--- config.mk ---
export PLATFORM = sky130hd
export DESIGN_NAME = uart_tx_parity
export DESIGN_NICKNAME = d
export VERILOG_FILES = /design/src/rtl/uart_tx_parity.sv
export SDC_FILE = /design/constraint.sdc
export NUM_CORES = 1
export LEC_CHECK = 0
export BUFFER_PORTS_ARGS = -buffer_cell sky130_fd_sc_hd__buf_2
export CORE_UTILIZATION = 50
export DETAILED_ROUTE_END_ITERATION = 6
export PLACE_DENSITY = 0.79
export SKIP_CTS_REPAIR_TIMING = 1
export SLEW_MARGIN = 20
export SYNTH_ARGS = -nofsm -noshare
export SYNTH_HDL_FRONTEND = slang
export SYNTH_SLANG_ARGS = --single-unit
--- constraint.sdc ---
create_clock -name clock -period 1.7 [get_ports clock]
set_input_delay 0.17 -clock clock [delete_from_list [all_inputs] [get_ports clock]]
set_output_delay 0.17 -clock clock [all_outputs]
set_load 0.02 [all_outputs]
--- src/rtl/uart_tx_parity.sv ---
// UART transmitter: start, N_BITS_DATA data bits (LSB first), optional parity, stop.
// Bits are paced by s_ticks; one bit lasts 2^N_CONT_TICKS ticks.
// Ports:
//   clock, reset     - system clock, synchronous active-high reset
//   s_ticks          - baud-tick strobe (16 per bit by default)
//   tx_start         - send request, sampled only while idle
//   data_i           - byte to send, latched on acceptance
//   tx_o             - serial line, idle high (registered)
//   tx_busy          - high while a frame is in flight (registered)
//   tx_done_tick     - one-clock pulse after the stop bit ends (registered)
module uart_tx_parity #(
   parameter int unsigned N_BITS_DATA  = 8,
   parameter int unsigned N_CONT_TICKS = 4,
   parameter int unsigned N_BITS_STATE = 5,
   parameter int unsigned PARITY_EN    = 1,
   parameter int unsigned PARITY_ODD   = 0
) (
   input  logic                   clock,
   input  logic                   reset,
   input  logic                   s_ticks,
   input  logic                   tx_start,
   input  logic [N_BITS_DATA-1:0] data_i,
   output logic                   tx_o,
   output logic                   tx_busy,
   output logic                   tx_done_tick
);

   localparam int unsigned BIT_CNT_W = (N_BITS_DATA > 1) ? $clog2(N_BITS_DATA) : 1;
   localparam logic [BIT_CNT_W-1:0] BIT_LAST = BIT_CNT_W'(N_BITS_DATA - 1);
   localparam logic PAR_EN_B  = (PARITY_EN != 0);
   localparam logic PAR_ODD_B = (PARITY_ODD != 0);

   typedef enum logic [N_BITS_STATE-1:0] {
      S_IDLE   = N_BITS_STATE'(5'b00001),
      S_START  = N_BITS_STATE'(5'b00010),
      S_DATA   = N_BITS_STATE'(5'b00100),
      S_PARITY = N_BITS_STATE'(5'b01000),
      S_STOP   = N_BITS_STATE'(5'b10000)
   } state_t;

   state_t                   state_q,  state_d;
   logic [N_CONT_TICKS-1:0]  tick_q,   tick_d;
   logic [BIT_CNT_W-1:0]     bit_q,    bit_d;
   logic [N_BITS_DATA-1:0]   shift_q,  shift_d;
   logic                     parity_q, parity_d;
   logic                     tx_q,     tx_d;
   logic                     busy_q,   busy_d;
   logic                     done_q,   done_d;
   logic                     bit_end_c;

   // Next-state logic; outputs are precomputed from the next state so they are flops.
   always_comb begin
      state_d  = state_q;
      tick_d   = tick_q;
      bit_d    = bit_q;
      shift_d  = shift_q;
      parity_d = parity_q;
      done_d   = 1'b0;
      tx_d     = 1'b1;
      busy_d   = 1'b0;

      // Bit end: the tick on which the tick counter wraps back to zero.
      bit_end_c = s_ticks && (tick_q == {N_CONT_TICKS{1'b1}});

      if ((state_q != S_IDLE) && s_ticks) begin
         tick_d = tick_q + N_CONT_TICKS'(1);
      end

      case (state_q)
         S_IDLE: begin
            tick_d = '0;
            if (tx_start) begin
               shift_d  = data_i;
               parity_d = (^data_i) ^ PAR_ODD_B;
               state_d  = S_START;
            end
         end
         S_START: begin
            if (bit_end_c) begin
               bit_d   = '0;
               state_d = S_DATA;
            end
         end
         S_DATA: begin
            if (bit_end_c) begin
               shift_d = shift_q >> 1;
               bit_d   = bit_q + BIT_CNT_W'(1);
               if (bit_q == BIT_LAST) begin
                  state_d = PAR_EN_B ? S_PARITY : S_STOP;
               end
            end
         end
         S_PARITY: begin
            if (bit_end_c) begin
               state_d = S_STOP;
            end
         end
         S_STOP: begin
            if (bit_end_c) begin
               state_d = S_IDLE;
               done_d  = 1'b1;
            end
         end
         default: begin
            state_d = S_IDLE;
         end
      endcase

      // Line level for the cycle after this edge.
      case (state_d)
         S_START:  tx_d = 1'b0;
         S_DATA:   tx_d = shift_d[0];
         S_PARITY: tx_d = parity_d;
         default:  tx_d = 1'b1;
      endcase

      busy_d = (state_d != S_IDLE);
   end

   // State and output registers.
   always_ff @(posedge clock) begin
      if (reset) begin
         state_q  <= S_IDLE;
         tick_q   <= '0;
         bit_q    <= '0;
         shift_q  <= '0;
         parity_q <= 1'b0;
         tx_q     <= 1'b1;
         busy_q   <= 1'b0;
         done_q   <= 1'b0;
      end else begin
         state_q  <= state_d;
         tick_q   <= tick_d;
         bit_q    <= bit_d;
         shift_q  <= shift_d;
         parity_q <= parity_d;
         tx_q     <= tx_d;
         busy_q   <= busy_d;
         done_q   <= done_d;
      end
   end

   assign tx_o         = tx_q;
   assign tx_busy      = busy_q;
   assign tx_done_tick = done_q;

endmodule

After elaboration in Yosys (flattened, before gate mapping):

Index checks and enable logic that the tools add are counted.

* output and inout bits: 3
* input port bits: 12
* register bits after elaboration: 24
* word-level logic and storage cells: 53

* mux-type cells: 17
* add/sub/neg operators: 2
* bitwise gates (word level): 1
* reductions and logical operators: 9
* equality and inequality tests: 15

Operator list (number)
* 5-bit two-way mux: 6
* 5-bit case mux with 5 select lines: 1
* 8-bit two-way mux: 2
* 8-bit case mux with 2 select lines: 1
* 5-bit by 2-bit equality test with 1-bit output, second input constant: 2
* 5-bit by 3-bit equality test with 1-bit output, second input constant: 2
* 5-bit by 4-bit equality test with 1-bit output, second input constant: 2
* 5-bit by 1-bit inequality test with 1-bit output, second input constant: 2
* 8-bit XOR reduction: 1
* 3-bit two-way mux: 2
* 2-bit inequality test, second input constant: 3
* 3-bit case mux with 2 select lines: 1
* 3-bit AND reduction: 2
* 5-bit by 1-bit equality test with 1-bit output, second input constant: 1
* 5-bit equality test, second input constant: 1
* 4-bit by 1-bit adder with 4-bit output, second input constant: 1
* 4-bit equality test, second input constant: 1
* 2-bit nonzero test: 2
* 2-bit OR reduction: 2
* 3-bit by 1-bit adder with 3-bit output, second input constant: 1
* 3-bit equality test, second input constant: 1
* 1-bit two-way mux: 3
* 1-bit case mux with 3 select lines: 1
* 1-bit logical AND: 2
* 1-bit NOT: 1

Longest topological paths before layout:

Gate-level depths: netlist of the first run.

* depth after elaboration: 6
* depth in mapped cells: 8
* depth with buffers taken out: 6

Least setup slack after synthesis of the first run:

Ideal clock, no wire load.

* path kind: reg-to-reg
* start point: register tick_q[0]
* end point: register shift_q[1]
* data arrival time: 1.687 ns
* setup time: 0.126 ns
* period minus slack after synthesis: 1.812 ns
* slack: -0.112 ns
* stages on the path, launching flop included: 9
* path buffers: 2
* required time: 1.574 ns
* cells stage by stage: dfxtp_1 ha_1 and4_1 buf_4 a31oi_1 or4_1 buf_2 a222oi_1 nor2_1

* longest elaborated chain between the ends: 4

RTL lines
* start: declaration: RTL line 42 `logic [N_CONT_TICKS-1:0] tick_q, tick_d;`
* start signal: assignment: RTL line 133 `tick_q <= tick_d;`
* 4-bit equality test: RTL line 63 `bit_end_c = s_ticks && (tick_q == {N_CONT_TICKS{1'b1}});`
* 1-bit logical AND: RTL line 63
* 2-bit inequality test (no line)
* 3-bit AND reduction (no line)
* end signal: assignment: RTL line 135 `shift_q <= shift_d;`
* end: declaration: RTL line 44 `logic [N_BITS_DATA-1:0] shift_q, shift_d;`

Every way passes these cells.
A chain may end at the register's enable or synchronous reset.

Worst setup path in the final report of the first run:

* start point: register tick_q[0]
* end point: register shift_q[4]

Same word-level chain as after synthesis.

==> results of run 1 <==
[worst max-delay path by stage]
stage	start	end	slack, ns
after detailed placement	tick_q[0]$_SDFFE_PP0P_	shift_q[0]$_SDFF_PP0_	-0.16
after CTS	tick_q[1]$_SDFFE_PP0P_	shift_q[0]$_SDFF_PP0_	-0.18
final	tick_q[0]$_SDFFE_PP0P_	shift_q[4]$_SDFFE_PP0P_	-0.06
after global routing	tick_q[0]$_SDFFE_PP0P_	shift_q[6]$_SDFFE_PP0P_	-0.12
after global placement	tick_q[0]$_SDFFE_PP0P_	shift_q[5]$_SDFFE_PP0P_	-0.08
after floorplan	tick_q[0]$_SDFFE_PP0P_	shift_q[1]$_SDFFE_PP0P_	-0.10
[placed cells by master, fill, tap and decap left out, drive strengths merged, types with 4 or more instances in the layout]
cell / instances
o21ai: 5
buf: 25
nor2: 24
xor2: 4
xnor2: 8
a222oi: 6
dfxtp: 24
clkbuf: 4
[cell families (layout without fill, tap and decap cells)]
group / after synthesis / after routing / synth area share
AOI/OAI and AO/OA: 25 / 25 / 0.166
DFF: 24 / 24 / 0.424
xor gates and xnor gates: 12 / 12 / 0.0927
and+or+nand+nor: 46 / 46 / 0.211
adders and majority gates: 3 / 3 / 0.0331
muxes: 2 / 2 / 0.0177
buffers and inverters: 14 / 32 / 0.0563
[registers in the layout, indices dropped and copies added (netlist names)]
| register | flops |
|---|---|
| shift_q | 8 |
| state_q | 5 |
| tx_done_tick | 1 |
| tx_busy | 1 |
| parity_q | 1 |
| tx_o | 1 |
| tick_q | 4 |
| bit_q | 3 |
[layer usage]
| layer | vias to the layer above | routed length [um] | track usage |
|---|---|---|---|
| met2 | 36 | 1260 | 0.381 |
| met3 | 6 | 122 | 0.0401 |
| met4 | 0 | 32 | 0.0810 |
| met5 | - | 0 | 0 |
| li1 | 492 | - | - |
| met1 | 481 | 1100 | 0.253 |
[power by group through the flow]
| stage | Clock (W) | Sequential, W | Combinational (W) |
|---|---|---|---|
| final | 0.000296 | 0.000612 | 0.000185 |
| after global routing | 0.000332 | 0.000615 | 0.000204 |
| after CTS | 0.000301 | 0.000609 | 0.000175 |
| after detailed placement | 0 | 0.000622 | 0.000174 |
| after global placement | 0 | 0.000621 | 0.000170 |
| after floorplan | 0 | 0.000624 | 0.000121 |
[through the flow]
stage | hold WS [ns] | instances | utilization | total power, W
global route | 0.128 | 171 | 0.669 | 0.00115
detailed placement | 0.452 | 167 | 0.623 | 0.000796
finish | 0.124 | 171 | 0.669 | 0.00109
global placement | 0.445 | 167 | 0.623 | 0.000790
floorplan | 0.318 | 126 | - | 0.000745
CTS | 0.127 | 171 | 0.641 | 0.00109
[layout make-up]
class	count	area, um2
repair buffers	25	156
inverters	3	11.3
well taps	27	33.8
multi-input cells	88	643
flip-flops and latches	24	484
fillers	164	677
clock buffers	4	36.3
[worst min-delay path: cells and delay by family]
| family | cells | cell delay [ns] |
|---|---|---|
| AO/OA/AOI/OAI | 1 | 0.06 |
| buffers and inverters | 1 | 0.10 |
| AND/OR/NAND/NOR | 1 | 0.07 |
==> metrics.txt, run 1 <==
asr flop ratio synth 0; leakage power around 0.56 nW; Net Count, Synth 141; MaxCap Viol Count 0; PwrDens around 800 mW/mm2; fmax between 500 and 600 MHz; R2R Path End shift_q[4]$_SDFFE_PP0P_; Max Slew Vio Count 0; Sw Pwr roughly 0.00028 W; synth warn 0; Buf+Inv Stages, Crit Path 0; run status finished with violations; Layout Nets 160; CP Class flop to flop; Residual DRC 0; vias in the first global route 946; layout cell share with drive strength beyond 1 0.299; register area share after synthesis 0.424; worst r2r src tick_q[0]$_SDFFE_PP0P_; CTS tree built; total CTS buffers 3; Post-DRT Antenna Nets 0; Area Growth Syn to Fin 20.4%; Slew @ Worst Pin around 0.40 ns; Via-to-Cell Ratio just under 6; crit-path leading delay family simple AND/OR/NAND/NOR gates; part of the cycle the worst path needs 1.04; largest net degree at the start of global routing 19; cells along the critical path ha_4 -> and4_4 -> a31oi_1 -> or4_4 -> a222oi_1 -> nor2_1; cell taking the most area after synthesis dfxtp_1; Slowest-stage cell, CP or4_4; global-route wire length before repair a little over 4000 um; Die Footprint about 0.0025 mm2; setup TNS -0.271 ns; syn avg cell area approximately 9 um2; Final GP Congestion 0.927; Post-synth top cells 24 x dfxtp_1, 24 x nor2_1, 8 x xnor2_1; final WL between 2000 and 3000 um; Min-Delay Endpoint shift_q[7]$_SDFFE_PP0P_; Worst Clk Skew just over 0.006 ns; arrival time at the worst endpoint roughly 2.0 ns; placed inst area 0.00127 mm2; port bufs 14; final HPWL from detailed placement ~1800 um; Clk network pwr share 0.271; Final Critical Period approximately 1.8 ns; Initial DRC Count 43; Flop pwr share 0.560; crit-path max cell delay ~0.48 ns; clk buf depth 2; Core Box Area slightly above 0.002 mm2; HP Start data_i[7]; clock sink total 24; Final Instance Area roughly 0.0014 mm2; Unique masters post-synth 34; CTS Root Cell clkbuf_4; Worst R2R Path Depth 6; pre-CTS setup slack -0.155 ns; Overflow after GRT 0; Cells after Synth between 100 and 150; H-tree depth 1; violated checks setup timing; Worst-path clk slew 0.13 ns; crit path max fanout 7; Final setup viols 7; synthesized cell area 0.00113 mm2; Synth top area share 0.424; Gate power share 0.169; Crit path depth 6; CP Data Required Time 1.90 ns; CP Capture Type flop; sw frac 0.259; Worst slew margin 0.734; initial antenna violation count 0; worst setup margin -0.0600 ns; die height 49.6 um; Clock Latency Late Sink about 0.31 ns; # diodes 0; VDD IR-drop max approximately 0.00054 V; io pins 15; R2R Setup Slk -0.06 ns; hold-critical path depth 3; Post-synth EDFFs 0; unrepaired setup endpoints after global routing true; Avg WL per Cell ~15 um; Int Pwr 0.000810 W; startpoint type of the worst setup path flop; Hold Fails Final Rpt 0; flops & latches, synth 24; DRT Pass-1 Iters 5; FP Rows 16; Die X-Extent between 40 and 50 um; All-Layer GR Usage 0.215; HP Class input pin to flop; initial core utilization 0.555; Vias between 1,000 and 1,500; Most used DFF post-synth dfxtp_1; largest cells by area after synthesis dfxtp_1 42%, nor2_1 7.9%, xnor2_1 6.2%, a222oi_1 5.3%, ha_1 3.3%
No activity file was read; power rests on OpenSTA's default activity.
==> run 2: changes to the inputs <==
--- a/config.mk
+++ b/config.mk
@@ -8,7 +8,7 @@
 export BUFFER_PORTS_ARGS = -buffer_cell sky130_fd_sc_hd__buf_2
 export CORE_UTILIZATION = 50
 export DETAILED_ROUTE_END_ITERATION = 6
-export PLACE_DENSITY = 0.79
+export PLACE_DENSITY_LB_ADDON = 0.15
 export SKIP_CTS_REPAIR_TIMING = 1
 export SLEW_MARGIN = 20
 export SYNTH_ARGS = -nofsm -noshare
==> metrics.txt, run 2 (synthesis results as in run 1) <==
Post-DRT Antenna Nets 0 (unchanged); Final Instance Area 0.00142 mm2 (+4.0%); Hold Fails Final Rpt 0 (unchanged); final WL 2440 um (-3.3%); clk buf depth 2 (unchanged); Area Growth Syn to Fin 25.3%; R2R Setup Slk -0.06 ns (about the same); initial core utilization 0.555 (unchanged); All-Layer GR Usage 0.200 (-0.0148); Final setup viols 7 (unchanged); layout cell share with drive strength beyond 1 0.301 (+0.00204); initial antenna violation count 0 (unchanged); Final GP Congestion 0.913 (-1.5%); HP Class input pin to flop; CTS tree built; part of the cycle the worst path needs 1.04 (+0.00282); Buf+Inv Stages, Crit Path 0 (unchanged); Overflow after GRT 0 (unchanged); Clock Latency Late Sink 0.31 ns (about the same); leakage power 0.605 nW (+7.3%); final core occ 0.695 (+0.0270); MaxCap Viol Count 0 (unchanged); placed inst area 0.00133 mm2 (+4.7%); vias in the first global route 907 (-4.1%); die height 49.6 um (unchanged); Layout Nets 169 (+5.6%); DRT Pass-1 Iters 7 (+2); io pins 15 (unchanged); Worst-path clk slew 0.13 ns (about the same); most frequent cells in the layout 24 x nor2_1, 21 x dfxtp_1, 19 x buf_4; crit-path max cell delay 0.48 ns (about the same); arrival time at the worst endpoint 1.97 ns (about the same); cells along the critical path ha_4 -> and4_4 -> a31oi_1 -> or4_4 -> a222oi_1 -> nor2_1; run status finished with violations; Tot Pwr 0.00119 W (+9.4%); most common cell after layout, fill and taps aside nor2_1; Worst slew margin 0.759 (+0.0255); H-tree depth 1 (unchanged); Initial DRC Count 52 (+21%); fill count 176 (+7.3%); Die X-Extent 49.6 um (unchanged); total CTS buffers 3 (unchanged); fmax 567 MHz (-0.27%); CP Data Required Time 1.91 ns (about the same); global-route wire length before repair 3810 um (-5.8%); PwrDens 841 mW/mm2 (+5.1%); FP Rows 16 (unchanged); Vias 1,040 (+2.5%); crit path max fanout 7 (unchanged); clock sink total 24 (unchanged); max FFs per register 8 (unchanged); setup TNS -0.267 ns (+0.00347 ns); Worst Clk Skew 0.00353 ns (-0.00260 ns); startpoint type of the worst setup path flop; minimum hold slack 0.125 ns (+0.000340 ns); Die Footprint 0.00246 mm2 (unchanged); final HPWL from detailed placement 1740 um (-2.4%); # diodes 0 (unchanged); CTS Root Cell clkbuf_4; Avg WL per Cell 13.5 um (-8.2%); Core Box Area 0.00204 mm2 (unchanged); largest net degree at the start of global routing 18 (-1); worst setup margin -0.0648 ns (-0.00479 ns); Largest regs shift_q: 8 flops, state_q: 5 flops, tick_q: 4 flops; Slew @ Worst Pin 0.358 ns (-0.0405 ns); Max Slew Vio Count 0 (unchanged); Most flops, register shift_q; unrepaired setup endpoints after global routing true; CP Class flop to flop; Slowest-stage cell, CP or4_4; crit-path leading delay family simple AND/OR/NAND/NOR gates; Residual DRC 0 (unchanged); VDD IR-drop max 0.000652 V (+21%); Final Critical Period 1.76 ns (+0.00479 ns); CP Capture Type flop; violated checks setup timing; port bufs 14 (unchanged); Via-to-Cell Ratio 5.78 (-2.7%)
## run 2: changes by cell type in the layout (fill, tap and decap cells not counted), sizes merged
cell / before / now
buf: 25 / 33
bufinv: 0 / 1
and4: 2 / 3
clkbuf: 4 / 3
## run 2: area by class of cell
type | instances | area [um2] | area share
tap | 27 | 33.8 | 0.0238
clock buffer | 3 | 22.5 | 0.0159
sequential | 24 | 484 | 0.341
timing repair buffer | 33 | 213 | 0.150
inverter | 3 | 11.3 | 0.00793
clock inverter | 1 | 30.0 | 0.0211
multi-input combinational | 89 | 626 | 0.441
## run 2: tightest hold or removal path: cells and delay by family
kind	cells	cell delay, ns
AOI/OAI and AO/OA	1	0.06
and+or+nand+nor	1	0.08
buffers and inverters	1	0.10
## run 2: path summary, 6_finish.rpt
| path | end | cells after the start | from |
|---|---|---|---|
| worst max register to register | shift_q[5]$_SDFFE_PP0P_ | 6 | tick_q[0]$_SDFFE_PP0P_ |
| worst min-delay path | shift_q[7]$_SDFFE_PP0P_ | 3 | data_i[7] |
| worst max-delay path | shift_q[5]$_SDFFE_PP0P_ | 6 | tick_q[0]$_SDFFE_PP0P_ |
| worst min register to register | parity_q$_SDFF_PP0_ | 2 | parity_q$_SDFF_PP0_ |
## run 2: metrics by stage
step                      std cells  setup slack (ns)
after global placement          175           -0.0724
final                           180           -0.0648
after global routing            180            -0.118
after floorplan                 126            -0.104
after CTS                       179            -0.139
after detailed placement        175            -0.127
## run 2: routing by layer
| layer | share of wire | vias to the layer above | track usage |
|---|---|---|---|
| met1 | 0.43 | 483 | 0.286 |
| met5 | 0 | - | 0 |
| li1 | - | 512 | - |
| met4 | 0.0086 | 0 | 0.0714 |
| met3 | 0.074 | 4 | 0.0185 |
| met2 | 0.48 | 41 | 0.311 |
## run 2: where the power goes
group | leakage, nW | switching, W | internal, W | total (W)
combinational | 0.380 | 0.0000939 | 0.0000902 | 0.000184
sequential | 0.197 | 0.0000193 | 0.000592 | 0.000611
clock | 0.0279 | 0.000161 | 0.000238 | 0.000400
